$ cat src/rtl/alu_hs_pkg.sv
`default_nettype none
// alu_hs_pkg: opcodes, FSM state type and opcode legality for alu_hs.
// Opcode C is legal only when ALU_HS_MUL_EN is defined.
package alu_hs_pkg;

  localparam logic [3:0] OP_HLT = 4'h0;
  localparam logic [3:0] OP_SKZ = 4'h1;
  localparam logic [3:0] OP_ADD = 4'h2;
  localparam logic [3:0] OP_AND = 4'h3;
  localparam logic [3:0] OP_XOR = 4'h4;
  localparam logic [3:0] OP_LDA = 4'h5;
  localparam logic [3:0] OP_STO = 4'h6;
  localparam logic [3:0] OP_JMP = 4'h7;
  localparam logic [3:0] OP_SUB = 4'h8;
  localparam logic [3:0] OP_OR  = 4'h9;
  localparam logic [3:0] OP_SHL = 4'hA;
  localparam logic [3:0] OP_SHR = 4'hB;
  localparam logic [3:0] OP_MUL = 4'hC;

  typedef enum logic [1:0] {
    IDLE = 2'd0,
    BUSY = 2'd1,
    DONE = 2'd2
  } state_e;

  function automatic logic is_legal(input logic [3:0] op);
`ifdef ALU_HS_MUL_EN
    return (op <= OP_MUL);
`else
    return (op <= OP_SHR);
`endif
  endfunction

endpackage
`default_nettype wire

$ cat src/rtl/alu_hs_mul.sv
`default_nettype none
// alu_hs_mul: iterative shift-add multiplier, one partial product per clock, DATA_W clocks.
// Built only when ALU_HS_MUL_EN is defined.
`ifdef ALU_HS_MUL_EN
module alu_hs_mul #(
  parameter int DATA_W = 8
) (
  input  logic              alu_clk,
  input  logic              rst_n,
  input  logic              start,
  input  logic [DATA_W-1:0] a,
  input  logic [DATA_W-1:0] b,
  output logic              busy,
  output logic              done,
  output logic [DATA_W-1:0] p
);

  localparam int CW = (DATA_W > 1) ? $clog2(DATA_W) : 1;

  logic [DATA_W-1:0] a_q;
  logic [DATA_W-1:0] b_q;
  logic [DATA_W-1:0] acc_q;
  logic [DATA_W-1:0] acc_d;
  logic [CW-1:0]     cnt_q;
  logic              busy_q;

  // done and p describe the final iteration while it is in flight, so the
  // consumer can register the product on the same edge that retires it.
  assign acc_d = b_q[0] ? (acc_q + a_q) : acc_q;
  assign done  = busy_q && (cnt_q == CW'(DATA_W - 1));
  assign p     = acc_d;
  assign busy  = busy_q;

  always_ff @(posedge alu_clk or negedge rst_n) begin
    if (!rst_n) begin
      a_q    <= '0;
      b_q    <= '0;
      acc_q  <= '0;
      cnt_q  <= '0;
      busy_q <= 1'b0;
    end else if (start) begin
      a_q    <= a;
      b_q    <= b;
      acc_q  <= '0;
      cnt_q  <= '0;
      busy_q <= 1'b1;
    end else if (busy_q) begin
      acc_q <= acc_d;
      a_q   <= a_q << 1;
      b_q   <= b_q >> 1;
      cnt_q <= cnt_q + CW'(1);
      if (done) begin
        busy_q <= 1'b0;
      end
    end
  end

endmodule
`endif
`default_nettype wire

$ cat src/rtl/alu_hs.sv
`default_nettype none
// alu_hs: handshaked accumulator ALU with registered result and flags.
// ALU_HS_MUL_EN adds the iterative multiply on opcode C; otherwise C is illegal.
module alu_hs
  import alu_hs_pkg::*;
#(
  parameter int DATA_W = 8
) (
  input  logic              alu_clk,
  input  logic              rst_n,
  input  logic              in_valid,
  output logic              in_ready,
  input  logic [3:0]        opcode,
  input  logic [DATA_W-1:0] data,
  input  logic [DATA_W-1:0] accum,
  output logic              out_valid,
  input  logic              out_ready,
  output logic [DATA_W-1:0] alu_out,
  output logic              zero,
  output logic              carry,
  output logic              neg,
  output logic              ovf,
  output logic              illegal
);

  localparam int SHW = $clog2(DATA_W);
  localparam int MSB = DATA_W - 1;

  state_e            state_q;
  logic [DATA_W-1:0] alu_out_q;
  logic              zero_q;
  logic              carry_q;
  logic              neg_q;
  logic              ovf_q;
  logic              illegal_q;

  logic [DATA_W:0]   sum;
  logic [DATA_W:0]   diff;
  logic [DATA_W-1:0] res_d;
  logic              carry_d;
  logic              ovf_d;
  logic              illegal_d;
  logic              accept;
  logic              mul_start;

  assign in_ready  = (state_q == IDLE) || ((state_q == DONE) && out_ready);
  assign accept    = in_valid && in_ready;
  assign out_valid = (state_q == DONE);
  assign alu_out   = alu_out_q;
  assign zero      = zero_q;
  assign carry     = carry_q;
  assign neg       = neg_q;
  assign ovf       = ovf_q;
  assign illegal   = illegal_q;

  assign sum  = {1'b0, accum} + {1'b0, data};
  assign diff = {1'b0, accum} - {1'b0, data};

  // Bit DATA_W of diff is the borrow out of the unsigned subtraction.
  always_comb begin
    res_d     = accum;
    carry_d   = 1'b0;
    ovf_d     = 1'b0;
    illegal_d = !is_legal(opcode);
    case (opcode)
      OP_ADD: begin
        res_d   = sum[DATA_W-1:0];
        carry_d = sum[DATA_W];
        ovf_d   = (accum[MSB] == data[MSB]) && (sum[MSB] != accum[MSB]);
      end
      OP_SUB: begin
        res_d   = diff[DATA_W-1:0];
        carry_d = diff[DATA_W];
        ovf_d   = (accum[MSB] != data[MSB]) && (diff[MSB] != accum[MSB]);
      end
      OP_AND:  res_d = accum & data;
      OP_XOR:  res_d = accum ^ data;
      OP_OR:   res_d = accum | data;
      OP_LDA:  res_d = data;
      OP_SHL:  res_d = accum << data[SHW-1:0];
      OP_SHR:  res_d = accum >> data[SHW-1:0];
      default: res_d = accum;
    endcase
  end

`ifdef ALU_HS_MUL_EN
  logic              mul_busy;
  logic              mul_done;
  logic [DATA_W-1:0] mul_p;

  assign mul_start = accept && (opcode == OP_MUL);

  alu_hs_mul #(
    .DATA_W(DATA_W)
  ) u_mul (
    .alu_clk(alu_clk),
    .rst_n  (rst_n),
    .start  (mul_start),
    .a      (accum),
    .b      (data),
    .busy   (mul_busy),
    .done   (mul_done),
    .p      (mul_p)
  );
`else
  assign mul_start = 1'b0;
`endif

  always_ff @(posedge alu_clk or negedge rst_n) begin
    if (!rst_n) begin
      state_q   <= IDLE;
      alu_out_q <= '0;
      zero_q    <= 1'b0;
      carry_q   <= 1'b0;
      neg_q     <= 1'b0;
      ovf_q     <= 1'b0;
      illegal_q <= 1'b0;
    end else if (mul_start) begin
      state_q <= BUSY;
    end else if (accept) begin
      state_q   <= DONE;
      alu_out_q <= res_d;
      zero_q    <= (res_d == '0);
      carry_q   <= carry_d;
      neg_q     <= res_d[MSB];
      ovf_q     <= ovf_d;
      illegal_q <= illegal_d;
    end else begin
      case (state_q)
        BUSY: begin
`ifdef ALU_HS_MUL_EN
          if (mul_done) begin
            state_q   <= DONE;
            alu_out_q <= mul_p;
            zero_q    <= (mul_p == '0);
            carry_q   <= 1'b0;
            neg_q     <= mul_p[MSB];
            ovf_q     <= 1'b0;
            illegal_q <= 1'b0;
          end else if (!mul_busy) begin
            state_q <= IDLE;
          end
`else
          state_q <= IDLE;
`endif
        end
        DONE: begin
          if (out_ready) begin
            state_q <= IDLE;
          end
        end
        default: state_q <= IDLE;
      endcase
    end
  end

endmodule
`default_nettype wire

$ cat config.mk
export PLATFORM = sky130hd
export DESIGN_NAME = alu_hs
export DESIGN_NICKNAME = d
export VERILOG_FILES = /design/src/rtl/alu_hs_pkg.sv /design/src/rtl/alu_hs_mul.sv /design/src/rtl/alu_hs.sv
export SDC_FILE = /design/constraint.sdc
export NUM_CORES = 1
export LEC_CHECK = 0
export ABC_AREA = 1
export ABC_CLOCK_PERIOD_IN_PS = 1450
export CAP_MARGIN = 10
export CORE_MARGIN = 2
export CORE_UTILIZATION = 30
export DETAILED_ROUTE_END_ITERATION = 10
export SLEW_MARGIN = 20
export SYNTH_ARGS = -nofsm -noshare
export SYNTH_HDL_FRONTEND = slang
export SYNTH_HIERARCHICAL = 1
export SYNTH_SLANG_ARGS = --single-unit
$ cat constraint.sdc
create_clock -name alu_clk -period 1.45 [get_ports alu_clk]
set_clock_uncertainty 0.05 [all_clocks]
set_input_delay 0.29 -clock alu_clk [delete_from_list [all_inputs] [get_ports alu_clk]]
set_output_delay 0.29 -clock alu_clk [all_outputs]
set_load 0.02 [all_outputs]
# Word-level counts from Yosys, hierarchy flattened
# Index checks and enable logic that the tools add are counted.
[classes]
n_bitwise = 3
n_mux = 6
order_cmp = 1
n_reduce_logical = 8
add_sub_neg = 2
eq_ne = 14
shift = 2
[ops]
columns = ["operator", "count"]
rows = [
  ["8-bit one-hot mux with 8 select lines", 1],
  ["4-bit equality test, second input constant", 4],
  ["8-bit by 8-bit adder with 9-bit output", 1],
  ["8-bit by 8-bit subtractor with 9-bit output", 1],
  ["8-bit AND", 1],
  ["4-bit by 2-bit equality test with 1-bit output, second input constant", 2],
  ["4-bit by 3-bit equality test with 1-bit output, second input constant", 2],
  ["8-bit logical NOT", 1],
  ["8-bit bitwise OR", 1],
  ["8-bit by 3-bit left shift with 8-bit output", 1],
  ["8-bit by 3-bit >> shifter with 8-bit output", 1],
  ["8-bit XOR", 1],
  ["2-bit 2-to-1 mux", 3],
  ["4-bit <= comparator, second input constant", 1],
  ["1-bit logical AND", 4],
  ["1-bit one-hot mux with 2 select lines", 2],
  ["1-bit != test", 3],
  ["3-bit by 1-bit != test with 1-bit output, second input constant", 1],
  ["2-bit equality test, second input constant", 1],
  ["2-bit logical NOT", 1],
  ["1-bit equality test", 1],
  ["1-bit logical NOT", 1],
  ["1-bit logical OR", 1],
]
[totals]
word_cells = 43
reg_bits = 15
inputBits = 24

# Longest topological paths before layout
[logic_depth]
ltp_word = 5
ltp_mapped = 16

# Worst setup path after synthesis
# Ideal clock, no wire load.
[synth_timing]
path_kind = "input to register"
from = "input data[2]"
to = "register zero_q (netlist: zero)"
path_buffers = 2
setup_ns = 0.066
t_arrival_ns = 1.919
cell_stages = 14
required_ns = 1.334
path_slack_ns = -0.585
cell_sequence = "buf_2 > inv_2 > ha_1 > buf_2 > or2_1 > nand3b_1 > nand3_1 > nand2_1 > nor2_1 > nor2_1 > nand3_1 > nor2_1 > nand3_1 > nand2_1"
[synth_via]
elab_chain_cells = 3
word_cells_on_any_way = 9
classes_between = "add/sub: 2; shift: 2; mux: 1; bitwise: 3; reduce/logical: 1"
[synth_lines]
columns = ["element", "line_no", "text"]
rows = [
  ["start: declaration", "alu_hs.sv:14", "input logic [DATA_W-1:0] data,"],
  ["8-bit by 8-bit subtractor with 9-bit output, or another cell as far along", "alu_hs.sv:57", "assign diff = {1'b0, accum} - {1'b0, data};"],
  ["8-bit one-hot mux with 8 select lines (*)", "alu_hs.sv:65", "case (opcode)"],
  ["8-bit logical NOT (*)", "alu_hs.sv:123", "zero_q <= (res_d == '0);"],
  ["end signal: assignment", "alu_hs.sv:123", ""],
  ["end: declaration", "alu_hs.sv:31", "logic zero_q;"],
]
# Every way passes the cells marked *; elsewhere a longest branch is shown, timed or not.
# A chain may end at the register's enable or synchronous reset.

# Worst setup path in the final report
[layout_timing]
from = "input accum[0]"
to = "register zero_q (netlist: zero)"
[layout_via]
elab_chain_cells = 3
word_cells_on_any_way = 9
classes_between = "add/sub: 2; shift: 2; mux: 1; bitwise: 3; reduce/logical: 1"
[layout_lines]
columns = ["element", "line_no", "text"]
rows = [
  ["start: declaration", "alu_hs.sv:15", "input logic [DATA_W-1:0] accum,"],
  ["8-bit by 8-bit subtractor with 9-bit output, or another cell as far along", "alu_hs.sv:57", ""],
  ["8-bit one-hot mux with 8 select lines (*)", "alu_hs.sv:65", ""],
  ["8-bit logical NOT (*)", "alu_hs.sv:123", ""],
]
# Marked as above.

==> results <==
- The flow ran to the end, but the final reports show violations.
- The final reports fail on setup timing.
- The post-detailed-route wirelength per cell is 15.4 um.
- The cell count of the worst reg-to-reg path is 7.
- The total wirelength of the detailed-routed design is 10400 um.
- For this run, the detailed router's first-pass iteration total came to 5.
- The critical path endpoint is zero.
- The portion of the post-synthesis area used by sequential elements is 13.1%.
- The repair_antennas step left the layout with diodes totalling 0.
- The proportion of netlist area held by the largest area contributor is 20.7%.
- The CTS tree is done.
- The total overflow left after global routing is 0.
- Summing all flip-flop and latch instances after layout gives 325 um2.
- The post-synthesis register bit count is 13.
- The number of nets in the synthesized netlist is 478.
- The wire length of the first global-routing pass is 15900 um.
- The count of port buffers added during placement is 38.
- The number of sinks driven by the clock tree is 13.
- The violation count after the first detailed-route iteration is 209.
- The count of hold buffers inserted by post-cts repair is 0.
- The initial antenna violation count is 0.
- The total via count after detailed routing is 3493.
- The kind of critical path is input pin to flop.
- The register-to-register path setup slack is 0.15 ns.
- The cell count after synthesis came out at 427.
- Cells with a size suffix above 1 make up 49.5% of the layout.
- The maximum level of the CTS H-tree is 1.
- The number of global-route vias before repair is 3266.
- Fill cells in the final layout number 726.
- Ranked by total cell area, the synthesized netlist is headed by sky130_fd_sc_hd__nand2_1, sky130_fd_sc_hd__nand3_1, sky130_fd_sc_hd__dfrtp_1.
- The chip height is 95.0 um.
- 39 I/O pins were placed.
- Detailed placement ended at an HPWL of 7560 um.
- The worst register-to-register path ends at alu_out[3].
- Based on the critical path, the design can be clocked at up to 562 MHz.
- The mapped netlist covers 2480 um2.
- Clock tree synthesis selected as its root buffer the cell sky130_fd_sc_hd__clkbuf_8.
- The type of element capturing the critical path is a flop.
- The routability-driven placement congestion ratio is 0.930.
- The final worst slack is -0.328 ns.
- The classification of the worst-slack hold path is input pin to async pin.
- The chip width is 95.0 um.
- The time the worst path needs with I/O delays and setup is 1.78 ns.
- The largest buffer count on any clock path is 2.
- The total power per unit cell area is 523 nW/um2.
- The fraction of the cycle the final worst path needs is 123%.
- Tracing the worst setup path back leads to its startpoint at accum[0].
- The number of failing setup endpoints in the final timing report is 11.
- The data required time at the worst endpoint is 1.59 ns.
- In the layout the commonest cells are sky130_fd_sc_hd__nand2_1, sky130_fd_sc_hd__buf_4, sky130_fd_sc_hd__nand3_1.
- At the end of the flow, the number of nets in the layout was 624.
- Setup repair after global routing could not meet its margin everywhere.
- The standby leakage power is 0.00228 uW.
- The core region is 8130 um2.
- The launching point of the worst reg2reg path is state_q[1].
- The finished layout holds 677 standard cells, fillers aside.
- The transition time at the pin with the least slew margin is 0.298 ns.
- The number of placed instances, taps included is 644.
- Compared with the post-synthesis result, the final layout area differs by 82.4%.
- The type of origin of the critical path is an input pin.
- IR analysis of the VDD net gives a maximum drop of 0.000285 V.
- The mean area per synthesized cell is 5.81 um2.
- In this run the tightest slew margin relative to its limit is 80.0%.
- Entering global routing, the biggest net connects 14 pins.
- The floorplan step defined a die boundary enclosing 9020 um2.
- The clock latency reported for the late side of the worst-skew pair is 0.25 ns.
- At the end of the flow the core is filled with cells to 55.7%.
- Global routing used 22.5% of the available tracks.
- The starting density of the core is 30.5%.
- After floorplanning, the core was divided into 33 placement rows.
- Across the run, the number of max-cap violations was 0.
- The number of max-slew violations in the final report is 0.
- The number of hold-slack violations in the final timing report is 0.
- The endpoint arrival time on the critical path is 1.92 ns.
- The count of nets left with antenna violations once routing finished came out at 0.
- The clock buffer count from CTS is 3.
- The via count normalized by instance count is 5.16.
- The cell accounting for the most synthesized area is sky130_fd_sc_hd__nand2_1.
- The synthesis warning total is 6.
- The library cell used most frequently in the layout, excluding fill and tap cells, is sky130_fd_sc_hd__nand2_1.
- The multi-input combinational cells in the finished layout cover a total of 2440 um2.
- Of all nets on the critical path, the largest fanout is 3.
- Synthesis instantiated 33 different standard cells from the library.
- The residual DRC count is 0.
- The post-CTS clock slew at the launch and capture registers of the worst setup and hold paths is 0.06 ns.
area by class of cell:
cell class | count | area share (%)
Sequential cell | 13 | 7.19
Inverter | 50 | 5.64
Timing Repair Buffer | 153 | 29.4
Clock buffer | 3 | 0.912
Tap cell | 105 | 2.90
Clock inverter | 1 | 0.111
Multi-Input combinational cell | 352 | 53.8
what timing repair did:
item / CTS / global route
resized for setup: 248 / 41
endpoints found under the setup margin: 26 / 12
hold endpoints to repair: 0 / 0
buffers inserted: 22 / 8
cloned: 1 / 0
pin swaps: 90 / 54
worst max-delay path: stages:
cell and delay (ns):
sky130_fd_sc_hd__buf_12 0.12, sky130_fd_sc_hd__ha_4 0.16, sky130_fd_sc_hd__fa_2 0.40, sky130_fd_sc_hd__or2_4 0.24, sky130_fd_sc_hd__nand3_2 0.06, sky130_fd_sc_hd__nand3_2 0.08
sky130_fd_sc_hd__nor2_2 0.11, sky130_fd_sc_hd__nand2_1 0.07, sky130_fd_sc_hd__nand2_2 0.09, sky130_fd_sc_hd__nand3_2 0.06, sky130_fd_sc_hd__nor2_1 0.10, sky130_fd_sc_hd__nand3_1 0.07
sky130_fd_sc_hd__nand2_1 0.06
cell families after synthesis:
kind of cell,Yosys count,synth area share [%]
AOI/OAI and AO/OA,36,7.81
xor gates and xnor gates,1,0.353
adders and majority gates,27,14.2
buffers and inverters,62,10.6
DFF,13,13.1
and+or+nand+nor,288,53.9
where the power goes:
group | total, uW | switching (uW) | internal [uW] | leakage [uW]
Combinational | 1580 | 860 | 723 | 0.00209
Sequential | 448 | 29.0 | 419 | 0.000160
Clock | 337 | 147 | 190 | 0.0000255
synthesized netlist by cell type:
master / instances
sky130_fd_sc_hd__o31ai_1: 1
sky130_fd_sc_hd__inv_1: 44
sky130_fd_sc_hd__nor3_1: 1
sky130_fd_sc_hd__nand3_2: 1
sky130_fd_sc_hd__buf_2: 5
sky130_fd_sc_hd__nand3_1: 74
sky130_fd_sc_hd__dfrtp_1: 13
sky130_fd_sc_hd__fa_1: 2
sky130_fd_sc_hd__nand2_2: 9
sky130_fd_sc_hd__o21ai_1: 5
sky130_fd_sc_hd__inv_4: 1
sky130_fd_sc_hd__or2_2: 2
sky130_fd_sc_hd__ha_1: 25
sky130_fd_sc_hd__buf_8: 1
sky130_fd_sc_hd__clkbuf_1: 4
sky130_fd_sc_hd__nand2_4: 6
sky130_fd_sc_hd__o21ai_2: 1
sky130_fd_sc_hd__a21oi_1: 14
sky130_fd_sc_hd__nor2_1: 37
sky130_fd_sc_hd__o21a_1: 1
sky130_fd_sc_hd__buf_4: 1
sky130_fd_sc_hd__buf_6: 1
sky130_fd_sc_hd__nor2_4: 5
sky130_fd_sc_hd__a31oi_1: 3
sky130_fd_sc_hd__xor2_1: 1
sky130_fd_sc_hd__or2_1: 1
sky130_fd_sc_hd__nor2_2: 2
sky130_fd_sc_hd__o22ai_1: 1
sky130_fd_sc_hd__o21ai_0: 10
sky130_fd_sc_hd__inv_2: 5
sky130_fd_sc_hd__nand4_1: 8
sky130_fd_sc_hd__nand3b_1: 5
sky130_fd_sc_hd__nand2_1: 137
layer usage:
layer / vias up / GRT usage, % / part of all wire (%)
met1: 1617 / 28.5 / 40
met3: 39 / 0.958 / 6.3
li1: 1676 / - / -
met4: 0 / 8.82 / 4.1
met5: - / 0 / 0
met2: 161 / 40.1 / 49
state kept, by name, summed over array words and instances (netlist names):
register and count:
alu_out 8, carry 1, illegal 1, ovf 1, state_q 1, zero 1
stage by stage:
step	setup TNS [ns]	area (um2)	hold slack [ns]	setup WS (ns)	total power [uW]
after floorplan	-2.01	2590	-0.0556	-0.314	1110
after global placement	-11.10	3680	0.414	-1.16	1700
after detailed placement	-11.27	3680	0.419	-1.14	1710
after CTS	-1.78	4350	0.300	-0.345	2250
after global routing	-2.68	4530	0.330	-0.437	2520
final	-1.66	4530	0.296	-0.328	2370
worst min-delay path by stage:
stage,from,slack (ns),to,cells after the start
final,rst_n,0.30,carry,2
after global routing,rst_n,0.33,carry,2
after CTS,rst_n,0.30,alu_out[4],2
after floorplan,rst_n,-0.06,alu_out[0],0
after global placement,alu_out[5],0.41,alu_out[5],2
after detailed placement,alu_out[6],0.42,alu_out[6],2
No activity file was read; power rests on OpenSTA's default activity.
